--- config.mk ---
export PLATFORM = sky130hd
export DESIGN_NAME = openram_bist_ctrl
export DESIGN_NICKNAME = d
export VERILOG_FILES = /design/src/rtl/openram_bist_ctrl.sv
export SDC_FILE = /design/constraint.sdc
export NUM_CORES = 1
export LEC_CHECK = 0
export BUFFER_PORTS_ARGS = -buffer_cell sky130_fd_sc_hd__buf_2
export CAP_MARGIN = 30
export CELL_PAD_IN_SITES_DETAIL_PLACEMENT = 0
export CELL_PAD_IN_SITES_GLOBAL_PLACEMENT = 1
export CORE_MARGIN = 5
export CORE_UTILIZATION = 32
export DETAILED_ROUTE_END_ITERATION = 8
export PLACE_DENSITY = 0.84
export REMOVE_ABC_BUFFERS = 1
export SLEW_MARGIN = 10
export SYNTH_ARGS = -nofsm -noshare
export SYNTH_HDL_FRONTEND = slang
export SYNTH_SLANG_ARGS = --single-unit
export TNS_END_PERCENT = 50
--- constraint.sdc ---
create_clock -name wb_clock -period 2.1 [get_ports wb_clock]
set_input_delay 0.21 -clock wb_clock [delete_from_list [all_inputs] [get_ports wb_clock]]
set_output_delay 0.21 -clock wb_clock [all_outputs]
set_load 0.005 [all_outputs]
--- src/rtl/openram_bist_ctrl.sv ---
// openram_bist_ctrl: March C- built-in self-test sequencer driving an OpenRAM 1rw SRAM port.
// Define OPENRAM_BIST_FAIL_LOG_EN to keep the first-fail address and the saturating mismatch count.
module openram_bist_ctrl #(
    parameter  int ADDR_W  = 8,
    parameter  int DATA_W  = 32,
    localparam int WMASK_W = DATA_W / 8
) (
    input  logic               wb_clock,
    input  logic               reset_n,
    input  logic               start,
    input  logic               abort,
    output logic               busy,
    output logic               done,
    output logic               fail,
    output logic [ADDR_W-1:0]  fail_addr,
    output logic [15:0]        fail_count,
    output logic               csb0,
    output logic               web0,
    output logic [WMASK_W-1:0] wmask0,
    output logic [ADDR_W-1:0]  addr0,
    output logic [DATA_W-1:0]  din0,
    input  logic [DATA_W-1:0]  dout0
);
    typedef enum logic [2:0] {
        IDLE  = 3'd0, M0 = 3'd1, M1 = 3'd2, M2 = 3'd3,
        M3    = 3'd4, M4 = 3'd5, M5 = 3'd6, DRAIN = 3'd7
    } state_e;

    localparam logic [ADDR_W-1:0] ADDR_MAX = {ADDR_W{1'b1}};
    localparam logic [ADDR_W-1:0] ADDR_ONE = ADDR_W'(1);

    function automatic logic elem_up(input state_e s);
        case (s)
            M3, M4:  elem_up = 1'b0;
            default: elem_up = 1'b1;
        endcase
    endfunction

    function automatic logic elem_single(input state_e s);
        case (s)
            M0, M5:  elem_single = 1'b1;
            default: elem_single = 1'b0;
        endcase
    endfunction

    function automatic state_e next_elem(input state_e s);
        case (s)
            M0:      next_elem = M1;
            M1:      next_elem = M2;
            M2:      next_elem = M3;
            M3:      next_elem = M4;
            M4:      next_elem = M5;
            default: next_elem = DRAIN;
        endcase
    endfunction

    // Phase 0 of a two-operation element is its read, phase 1 its write.
    function automatic logic op_is_read(input state_e s, input logic ph);
        case (s)
            M0:      op_is_read = 1'b0;
            M5:      op_is_read = 1'b1;
            default: op_is_read = ~ph;
        endcase
    endfunction

    function automatic logic op_bit(input state_e s, input logic ph);
        case (s)
            M1, M3:  op_bit = ph;
            M2, M4:  op_bit = ~ph;
            default: op_bit = 1'b0;
        endcase
    endfunction

    state_e              state_q, state_d;
    logic [ADDR_W-1:0]   addr_q, addr_d;
    logic                phase_q, phase_d;
    logic                busy_q, busy_d;
    logic                done_q, done_d;
    logic                csb0_q, csb0_d;
    logic                web0_q, web0_d;
    logic [WMASK_W-1:0]  wmask0_q, wmask0_d;
    logic [ADDR_W-1:0]   addr0_q, addr0_d;
    logic [DATA_W-1:0]   din0_q, din0_d;
    logic                exp_q, exp_d;
    logic                pend_q, pend_d;
    logic                cmp_exp_q, cmp_exp_d;
    logic                fail_q, fail_d;
    logic                last_addr_s;
    logic                abort_s;
    logic                start_acc_s;
    logic                mismatch_s;

    assign abort_s     = abort && (state_q != IDLE);
    assign start_acc_s = (state_q == IDLE) && start && !abort;
    assign mismatch_s  = pend_q && (dout0 != {DATA_W{cmp_exp_q}}) && !abort_s;

    // Sequence through the March elements one SRAM operation per cycle
    always_comb begin
        state_d     = state_q;
        addr_d      = addr_q;
        phase_d     = phase_q;
        last_addr_s = elem_up(state_q) ? (addr_q == ADDR_MAX) : (addr_q == '0);
        case (state_q)
            IDLE: begin
                if (start_acc_s) begin
                    state_d = M0;
                    addr_d  = '0;
                    phase_d = 1'b0;
                end else begin
                    state_d = IDLE;
                end
            end
            DRAIN: state_d = IDLE;
            default: begin
                if (!elem_single(state_q) && !phase_q) begin
                    phase_d = 1'b1;
                end else begin
                    phase_d = 1'b0;
                    if (last_addr_s) begin
                        state_d = next_elem(state_q);
                        addr_d  = elem_up(next_elem(state_q)) ? '0 : ADDR_MAX;
                    end else if (elem_up(state_q)) begin
                        addr_d = addr_q + ADDR_ONE;
                    end else begin
                        addr_d = addr_q - ADDR_ONE;
                    end
                end
            end
        endcase
        if (abort_s) begin
            state_d = IDLE;
            addr_d  = '0;
            phase_d = 1'b0;
        end else begin
            state_d = state_d;
        end
    end

    // SRAM drive and status for the coming cycle, decoded from the next state so the pins come straight from flops
    always_comb begin
        csb0_d    = 1'b1;
        web0_d    = 1'b1;
        wmask0_d  = '0;
        addr0_d   = '0;
        din0_d    = '0;
        exp_d     = 1'b0;
        busy_d    = (state_d != IDLE);
        done_d    = (state_q == DRAIN) && !abort;
        pend_d    = !csb0_q && web0_q && !abort_s;
        cmp_exp_d = exp_q;
        fail_d    = start_acc_s ? 1'b0 : (fail_q | mismatch_s);
        if (state_d != IDLE && state_d != DRAIN) begin
            csb0_d  = 1'b0;
            addr0_d = addr_d;
            if (op_is_read(state_d, phase_d)) begin
                exp_d = op_bit(state_d, phase_d);
            end else begin
                web0_d   = 1'b0;
                wmask0_d = {WMASK_W{1'b1}};
                din0_d   = {DATA_W{op_bit(state_d, phase_d)}};
            end
        end else begin
            csb0_d = 1'b1;
        end
    end

    // Controller state, SRAM pins and the one-cycle-delayed read compare pipeline
    always_ff @(posedge wb_clock or negedge reset_n) begin
        if (!reset_n) begin
            state_q   <= IDLE;
            addr_q    <= '0;
            phase_q   <= 1'b0;
            busy_q    <= 1'b0;
            done_q    <= 1'b0;
            csb0_q    <= 1'b1;
            web0_q    <= 1'b1;
            wmask0_q  <= '0;
            addr0_q   <= '0;
            din0_q    <= '0;
            exp_q     <= 1'b0;
            pend_q    <= 1'b0;
            cmp_exp_q <= 1'b0;
            fail_q    <= 1'b0;
        end else begin
            state_q   <= state_d;
            addr_q    <= addr_d;
            phase_q   <= phase_d;
            busy_q    <= busy_d;
            done_q    <= done_d;
            csb0_q    <= csb0_d;
            web0_q    <= web0_d;
            wmask0_q  <= wmask0_d;
            addr0_q   <= addr0_d;
            din0_q    <= din0_d;
            exp_q     <= exp_d;
            pend_q    <= pend_d;
            cmp_exp_q <= cmp_exp_d;
            fail_q    <= fail_d;
        end
    end

`ifdef OPENRAM_BIST_FAIL_LOG_EN
    logic [ADDR_W-1:0] cmp_addr_q, cmp_addr_d;
    logic [ADDR_W-1:0] fail_addr_q, fail_addr_d;
    logic [15:0]       fail_count_q, fail_count_d;

    // First-fail address capture and saturating mismatch count
    always_comb begin
        cmp_addr_d   = addr0_q;
        fail_addr_d  = fail_addr_q;
        fail_count_d = fail_count_q;
        if (start_acc_s) begin
            fail_addr_d  = '0;
            fail_count_d = 16'd0;
        end else if (mismatch_s) begin
            fail_addr_d  = fail_q ? fail_addr_q : cmp_addr_q;
            fail_count_d = (fail_count_q == 16'hFFFF) ? 16'hFFFF : (fail_count_q + 16'd1);
        end else begin
            fail_count_d = fail_count_q;
        end
    end

    // Fail log registers
    always_ff @(posedge wb_clock or negedge reset_n) begin
        if (!reset_n) begin
            cmp_addr_q   <= '0;
            fail_addr_q  <= '0;
            fail_count_q <= 16'd0;
        end else begin
            cmp_addr_q   <= cmp_addr_d;
            fail_addr_q  <= fail_addr_d;
            fail_count_q <= fail_count_d;
        end
    end

    assign fail_addr  = fail_addr_q;
    assign fail_count = fail_count_q;
`else
    assign fail_addr  = '0;
    assign fail_count = 16'd0;
`endif

    assign busy   = busy_q;
    assign done   = done_q;
    assign fail   = fail_q;
    assign csb0   = csb0_q;
    assign web0   = web0_q;
    assign wmask0 = wmask0_q;
    assign addr0  = addr0_q;
    assign din0   = din0_q;

endmodule

==> results of run 1 <==
## worst max path at each step
stage                     from   endpoint  slack [ns]  depth (start not counted)
finish              state_q[2]  addr_q[5]        0.06                         10
global route        state_q[1]  addr_q[7]       -0.04                          9
CTS                 state_q[2]   addr0[4]       0.002                         10
detailed placement  state_q[2]   addr0[7]       -0.07                         10
global placement    state_q[1]   addr0[4]       -0.04                         10
floorplan           state_q[2]  addr_q[7]       -0.51                          8
## repair_timing
item | CTS | global route
buffers inserted | 0 | 3
gates resized for setup | 10 | 12
pin swaps | 6 | 10
endpoints found under the setup margin | 9 | 17
hold buffers | 1 | 0
hold endpoints to repair | 28 | 0
cloned | 0 | 0
## cells in the mapped netlist (all sizes together) (2+ instances only)
master,instances
a31oi,8
nor4b,2
nand2b,7
nor3b,3
a22oi,3
nand2,17
ha,6
xnor2,4
inv,7
nand4,6
a21o,4
a21oi,10
nor4,9
o21ai,11
dfstp,2
o22a,2
o22ai,2
and3,4
or3,3
dfrtp,28
a221oi,3
nand3,8
nor2,26
a211oi,4
o21a,2
buf,66
o31ai,2
nor3,15
## power by group
group,leakage (uW),switching (uW),internal (uW),total [uW]
combinational,0.00105,375,327,702
clock,0.0000482,218,264,481
sequential,0.000398,81.4,649,730
total,0.00149,674,1240,1910
## placed cells by master, fill, tap and decap left out, drive strengths merged, types with 7 or more instances in the layout
| cell | Yosys | routed |
|---|---|---|
| nor2 | 26 | 26 |
| clkbuf | 1 | 7 |
| nand2 | 17 | 17 |
| dfrtp | 28 | 28 |
| nand3 | 8 | 8 |
| a21oi | 10 | 10 |
| conb | 1 | 24 |
| o21ai | 11 | 11 |
| buf | 66 | 116 |
| nor3 | 15 | 15 |
| a31oi | 8 | 8 |
| nand2b | 7 | 7 |
| inv | 7 | 7 |
| nor4 | 9 | 9 |
## through the flow
step / worst slack, ns / std cells / TNS, ns / utilization
final: 0.0612 / 463 / 0 / 0.403
after detailed placement: -0.0744 / 452 / -0.272 / 0.375
after CTS: 0.00223 / 461 / 0 / 0.393
after global placement: -0.0400 / 452 / -0.0405 / 0.375
after global routing: -0.0362 / 463 / -0.0812 / 0.403
after floorplan: -0.512 / 236 / -5.32 / -
## logic make-up after synthesis
family                   after synthesis  synth area share
AO/OA/AOI/OAI                         57             0.197
flip-flops                            30             0.295
other                                  1           0.00147
XOR/XNOR                               5            0.0171
adder cells (fa/ha/maj)                8            0.0411
buffers and inverters                 74             0.208
AND/OR/NAND/NOR                      105             0.241
## worst max-delay path, delay by kind of cell, from the launching register on
kind	cells	cell delay, ns
adder cells (fa/ha/maj)	1	0.31
flip-flops	1	0.39
AO/OA/AOI/OAI	3	0.52
AND/OR/NAND/NOR	3	0.37
buffers and inverters	3	0.33
## layout make-up
type | count | area (um^2) | share of cell area
Clock buffer | 7 | 86.3 | 0.0276
Inverter | 7 | 26.3 | 0.00839
Multi-Input combinational cell | 199 | 1440 | 0.461
Timing Repair Buffer | 117 | 691 | 0.220
Tap cell | 102 | 128 | 0.0407
Clock inverter | 1 | 5.00 | 0.00160
Sequential cell | 30 | 753 | 0.240
## metal layers
| metal | track usage | vias up | share of wire |
|---|---|---|---|
| met3 | 0.0358 | 5 | 0.095 |
| met5 | 0 | - | 0 |
| met4 | 0.0315 | 0 | 0.0049 |
| li1 | - | 1086 | - |
| met2 | 0.207 | 95 | 0.47 |
| met1 | 0.165 | 1022 | 0.43 |
## state kept, by name, indices dropped and copies added, names as in the netlist
name	count
cmp_exp_d	1
phase_q	1
addr0	8
din0	1
addr_q	8
wmask0	1
csb0	1
done	1
busy	1
fail	1
web0	1
cmp_exp_q	1
state_q	3
pend_q	1
==> metrics.csv, run 1 <==
stage,metric,value,unit
run_status,status,"complete, no violations",
detailed_routing,Wirelength per Cell,14.1,um
setup_path,crit path launch type,flop,
global_routing,first-pass GRT wire length,10200,um
sta,Tcrit/Tclk final,0.971,
yosys,Syn Area/Cell,9.13,um^2
sta,hold_ws,0.227,ns
yosys,Post-synth EDFFs,0,
setup_path,worst flop-to-flop path startpoint,state_q[2],
setup_path,R2R Setup Slk,0.06,ns
clock_network,clk slew on worst S/H paths,0.07,ns
min_path,launch point of the worst hold path,abort,
sta,Max Clock Skew,0.00819,ns
detailed_routing,DR iter-0 viols,71,
sta,Final Hold Violating Endpoints,0,
clock_network,H-Tree Level Count,2,
finish,"Design Area, Final",3130,um^2
setup_path,Arrival @ worst endpoint,2.22,ns
setup_path,Crit Path Class,flop to flop,
detailed_routing,first-pass detailed-route iteration total,4,
yosys,Yosys reg bits,30,
finish,Nets,403,
setup_path,CP required,2.28,ns
setup_path,cell mode on critical path,nand3_1,
global_routing,vias in the first global route,2017,
sta,Fmax achieved,0.490,GHz
clock_network,Worst-Skew Late Latency,0.29,ns
yosys,Netlist Area Pre-Place,2560,um^2
power_and_ir_drop,Max rail drop VDD,0.000404,V
setup_path,Critical Path Fanout Max,6,
clock_network,number of buffers created by CTS,5,
placed_design,placed cell area,2910,um^2
finish,area delta synth->final,22.5,%
yosys,ys flop type,dfrtp_1,
placed_design,final HPWL from detailed placement,5170,um
yosys,cells after synthesis,280,
floorplan,Starting Density,0.329,
global_routing,grt ovf,0,
finish,layout cell share with drive strength beyond 1,0.460,
detailed_routing,Routed Antenna Nets,0,
finish,Filler cells,775,
power_and_ir_drop,Pleak,0.00149,uW
floorplan,die width,99.4,um
placed_design,PortBufs,84,
setup_path,slowest stage cell on the critical path,dfrtp_1,
sta,RSZ-0062 raised after global routing,true,
detailed_routing,total wire length,6510,um
global_routing,GRT Total Usage,0.126,
power_and_ir_drop,P per Cell Area,611,nW/um^2
setup_path,max incr delay on CP,0.39,ns
global_routing,initial antenna violation count,0,
job,max cap viols,0,
setup_path,Worst R2R End,addr_q[5],
clock_network,clock sinks,30,
floorplan,io pins,109,
sta,Worst Max-Slew Pin Slew,0.686,ns
yosys,register area share after synthesis,0.295,
placed_design,Final Wtd Congestion,0.831,
sta,crit path time final,2.04,ns
yosys,top cell type by total area after synthesis,dfrtp_1,
floorplan,std cell rows,32,
floorplan,Die ar.,9880,um^2
setup_path,R2R depth,10,
yosys,Yosys cell types,61,
setup_path,Setup crit end kind,flop,
global_routing,largest net degree at the start of global routing,33,
floorplan,core area,7770,um^2
detailed_routing,Vias,2208,
clock_network,Root Driver,clkbuf_8,
yosys,"FFs w/ async S/R, synth",1.00,
detailed_routing,DRC Markers,0,
floorplan,die height,99.4,um
min_path,worst min-delay path category,input pin to flop,
yosys,Area contributors post-synth,"dfrtp_1 (27%), buf_4 (18%), nor2_1 (3.7%)",
clock_network,CTS tree,done,
sta,Rel. slew slack,0.543,
yosys,warnings from Yosys,0,
sta,Final setup viols,0,
min_path,hold path depth,2,
yosys,Synth top area share,0.274,
clock_network,Max clock buf depth,2,
detailed_routing,Vias/cell,4.77,
power_and_ir_drop,power after layout,1910,uW
min_path,Hold EP,done,
finish,Inserted Diodes,0,
sta,Pins Over Slew Limit,0,
setup_path,crit-path cells,nor2b_4 > buf_12 > ha_1 > o21ai_1 > buf_4 > o21a_1 > a311oi_2 > nand3_1 > nand3_1 > inv_1,
Power figures use the tool's default switching activity.
==> inputs of run 2 (changes only) <==
- PLACE_DENSITY: 0.84 -> 0.81
==> run 2 against run 1 <==
Net effect:
- register-to-register slack worse by 0.08 ns
- largest power group unchanged
- global-route usage is 0.080 points higher
- non-clock buffer count grew 2
- via count up 0.95%
- clock power grew 4.2%
- core utilization is 1.0 points higher
- first-iteration DRC count did not move
- hold slack better by 0.018 ns
- largest cell class unchanged
- sequential power grew 1%
- sequential share of layout area decreased by 0.58 points
- combinational power increased by 2%
- the flow now finishes with violations (setup timing)
==> metrics.csv, run 2 (synthesis gave the netlist of run 1 again) <==
stage,metric,value,unit,change
run_status,status,"complete, but fails checks",,"was complete, no violations"
run_status,failing checks,setup timing,,
power_and_ir_drop,Logic pwr share,0.365,,was 0.367
finish,"commonest non-fill, non-tap cell in the layout",buf_2,,unchanged
clock_network,CTS tree,done,,unchanged
sta,Pins Over Slew Limit,0,,unchanged
setup_path,Arrival @ worst endpoint,2.31,ns,was 2.22 ns
sta,Worst Max-Slew Pin Slew,0.706,ns,was 0.686 ns
detailed_routing,DRC Markers,0,,unchanged
floorplan,die width,99.4,um,unchanged
detailed_routing,Routed Antenna Nets,0,,unchanged
power_and_ir_drop,clock share of power,0.256,,was 0.252
placed_design,final HPWL from detailed placement,5080,um,was 5170 um
power_and_ir_drop,Max rail drop VDD,0.000379,V,was 0.000404 V
floorplan,std cell rows,32,,unchanged
finish,area delta synth->final,25.5,%,was 22.5%
detailed_routing,total wire length,6750,um,was 6510 um
setup_path,CP required,2.29,ns,was 2.28 ns
global_routing,grt ovf,0,,unchanged
power_and_ir_drop,Int Power,1250,uW,was 1240 uW
floorplan,Die ar.,9880,um^2,unchanged
global_routing,initial antenna violation count,0,,unchanged
setup_path,crit path launch type,flop,,unchanged
power_and_ir_drop,Pleak,0.00151,uW,was 0.00149 uW
sta,RSZ-0062 raised after global routing,true,,unchanged
setup_path,worst setup path startpoint,state_q[1],,was state_q[2]
power_and_ir_drop,power after layout,1950,uW,was 1910 uW
finish,Filler cells,770,,was 775
power_and_ir_drop,P per Cell Area,609,nW/um^2,was 611 nW/um^2
detailed_routing,Wirelength per Cell,14.5,um,was 14.1 um
detailed_routing,Vias/cell,4.79,,was 4.77
floorplan,die height,99.4,um,unchanged
placed_design,placed cell area,2870,um^2,was 2910 um^2
finish,Finished Core Util,0.413,,was 0.403
min_path,hold path depth,2,,unchanged
global_routing,vias in the first global route,2085,,was 2017
clock_network,clk slew on worst S/H paths,0.07,ns,about the same
global_routing,largest net degree at the start of global routing,33,,unchanged
setup_path,Critical Path Fanout Max,6,,unchanged
power_and_ir_drop,Sw Pwr,709,uW,was 674 uW
clock_network,number of buffers created by CTS,5,,unchanged
sta,fin worst setup slack,-0.0187,ns,was 0.0612 ns
power_and_ir_drop,Flop pwr share,0.378,,was 0.382
sta,Tcrit/Tclk final,1.01,,was 0.971
finish,"commonest cells after routing, fill and taps aside","buf_2 (84), buf_4 (30), dfrtp_1 (28), conb_1 (24), nor2_1 (22)",,"was buf_2 (84), buf_4 (29), dfrtp_1 (28), conb_1 (24), nor2_1 (21)"
min_path,launch point of the worst hold path,abort,,unchanged
clock_network,Root Driver,clkbuf_8,,unchanged
sta,hold_ws,0.245,ns,was 0.227 ns
sta,Rel. slew slack,0.529,,was 0.543
clock_network,Max clock buf depth,2,,unchanged
finish,Inserted Diodes,0,,unchanged
placed_design,PortBufs,84,,unchanged
detailed_routing,first-pass detailed-route iteration total,4,,unchanged
clock_network,Worst-Skew Late Latency,0.29,ns,about the same
sta,crit path time final,2.12,ns,was 2.04 ns
job,max cap viols,0,,unchanged
setup_path,R2R depth,10,,unchanged
finish,layout cell share with drive strength beyond 1,0.482,,was 0.460
finish,"Design Area, Final",3210,um^2,was 3130 um^2
sta,Max Clock Skew,0.00745,ns,was 0.00819 ns
placed_design,Final Wtd Congestion,0.828,,was 0.831
floorplan,io pins,109,,unchanged
global_routing,first-pass GRT wire length,10100,um,was 10200 um
finish,Nets,405,,was 403
sta,Final Hold Violating Endpoints,0,,unchanged
clock_network,H-Tree Level Count,2,,unchanged
placed_design,DP Worst Slack,-0.192,ns,was -0.0744 ns
setup_path,worst flop-to-flop path startpoint,state_q[1],,was state_q[2]
floorplan,Starting Density,0.329,,unchanged
setup_path,Crit Path Class,flop to flop,,unchanged
sta,Fmax achieved,0.472,GHz,was 0.490 GHz
clock_network,clock sinks,30,,unchanged
sta,Final setup viols,1,,was 0
detailed_routing,Vias,2229,,was 2208
global_routing,GRT Total Usage,0.127,,was 0.126
power_and_ir_drop,switching share of power,0.363,,was 0.352
setup_path,Setup crit end kind,flop,,unchanged
min_path,worst min-delay path category,input pin to flop,,unchanged
detailed_routing,DR iter-0 viols,71,,unchanged
floorplan,core area,7770,um^2,unchanged
==> run 2: cell count changes in the layout (fill, tap and decap cells not counted), sizes merged <==
cell and delta:
buf +2, clkbuf -1, clkinvlp +1
==> run 2: final cells by class <==
class | count | area (um^2) | area share
Multi-Input combinational cell | 199 | 1510 | 0.470
Sequential cell | 30 | 753 | 0.235
Timing Repair Buffer | 119 | 701 | 0.218
Tap cell | 102 | 128 | 0.0398
Clock buffer | 6 | 82.6 | 0.0257
Inverter | 7 | 26.3 | 0.00818
Clock inverter | 2 | 12.5 | 0.00390
==> run 2: repair_timing <==
action / 4_1_cts / 5_1_grt
endpoints found under the hold margin: 26 / 0
setup buffers: 3 / 6
resized for setup: 14 / 23
hold buffers: 1 / 0
endpoints found under the setup margin: 11 / 15
pin swaps: 5 / 8
==> run 2: metrics by stage <==
step	setup TNS, ns	instances
6_report	-0.0187	465
5_1_grt	-0.522	465
4_1_cts	-0.00330	459
3_5_place_dp	-1.00	447
3_3_place_gp	-0.206	447
2_1_floorplan	-5.32	236
==> run 2: power groups by stage <==
stage / Sequential [uW] / Clock [uW] / Combinational [uW]
4_1_cts: 726 / 511 / 674
6_report: 740 / 501 / 714
3_5_place_dp: 734 / 0 / 636
2_1_floorplan: 738 / 0 / 351
5_1_grt: 753 / 546 / 784
3_3_place_gp: 733 / 0 / 623
==> run 2: worst max-delay path, stage by stage, from the launching register on <==
cell and delay (ns):
dfrtp_1 0.41, nor2b_4 0.15, buf_6 0.14, buf_4 0.14
ha_4 0.22, o21ai_1 0.12, nand2b_1 0.07, a31oi_1 0.21
xnor2_1 0.10, and3_4 0.21, nor4b_4 0.26
==> run 2: worst paths after layout <==
path / to / slack (ns)
setup / recovery: addr_q[7] / -0.02
hold / removal: done / 0.25
setup reg to reg: addr_q[7] / -0.02
hold reg to reg: cmp_exp_q / 0.36
max in group asynchronous: addr0[6] / 1.15
min in group asynchronous: addr0[5] / 0.50
==> run 2: routing by layer <==
| metal | vias up | GRT usage | wire length [um] |
|---|---|---|---|
| met2 | 108 | 0.207 | 3250 |
| met3 | 13 | 0.0351 | 746 |
| li1 | 1088 | - | - |
| met5 | - | 0 | 0 |
| met4 | 0 | 0.0473 | 82 |
| met1 | 1020 | 0.161 | 2670 |
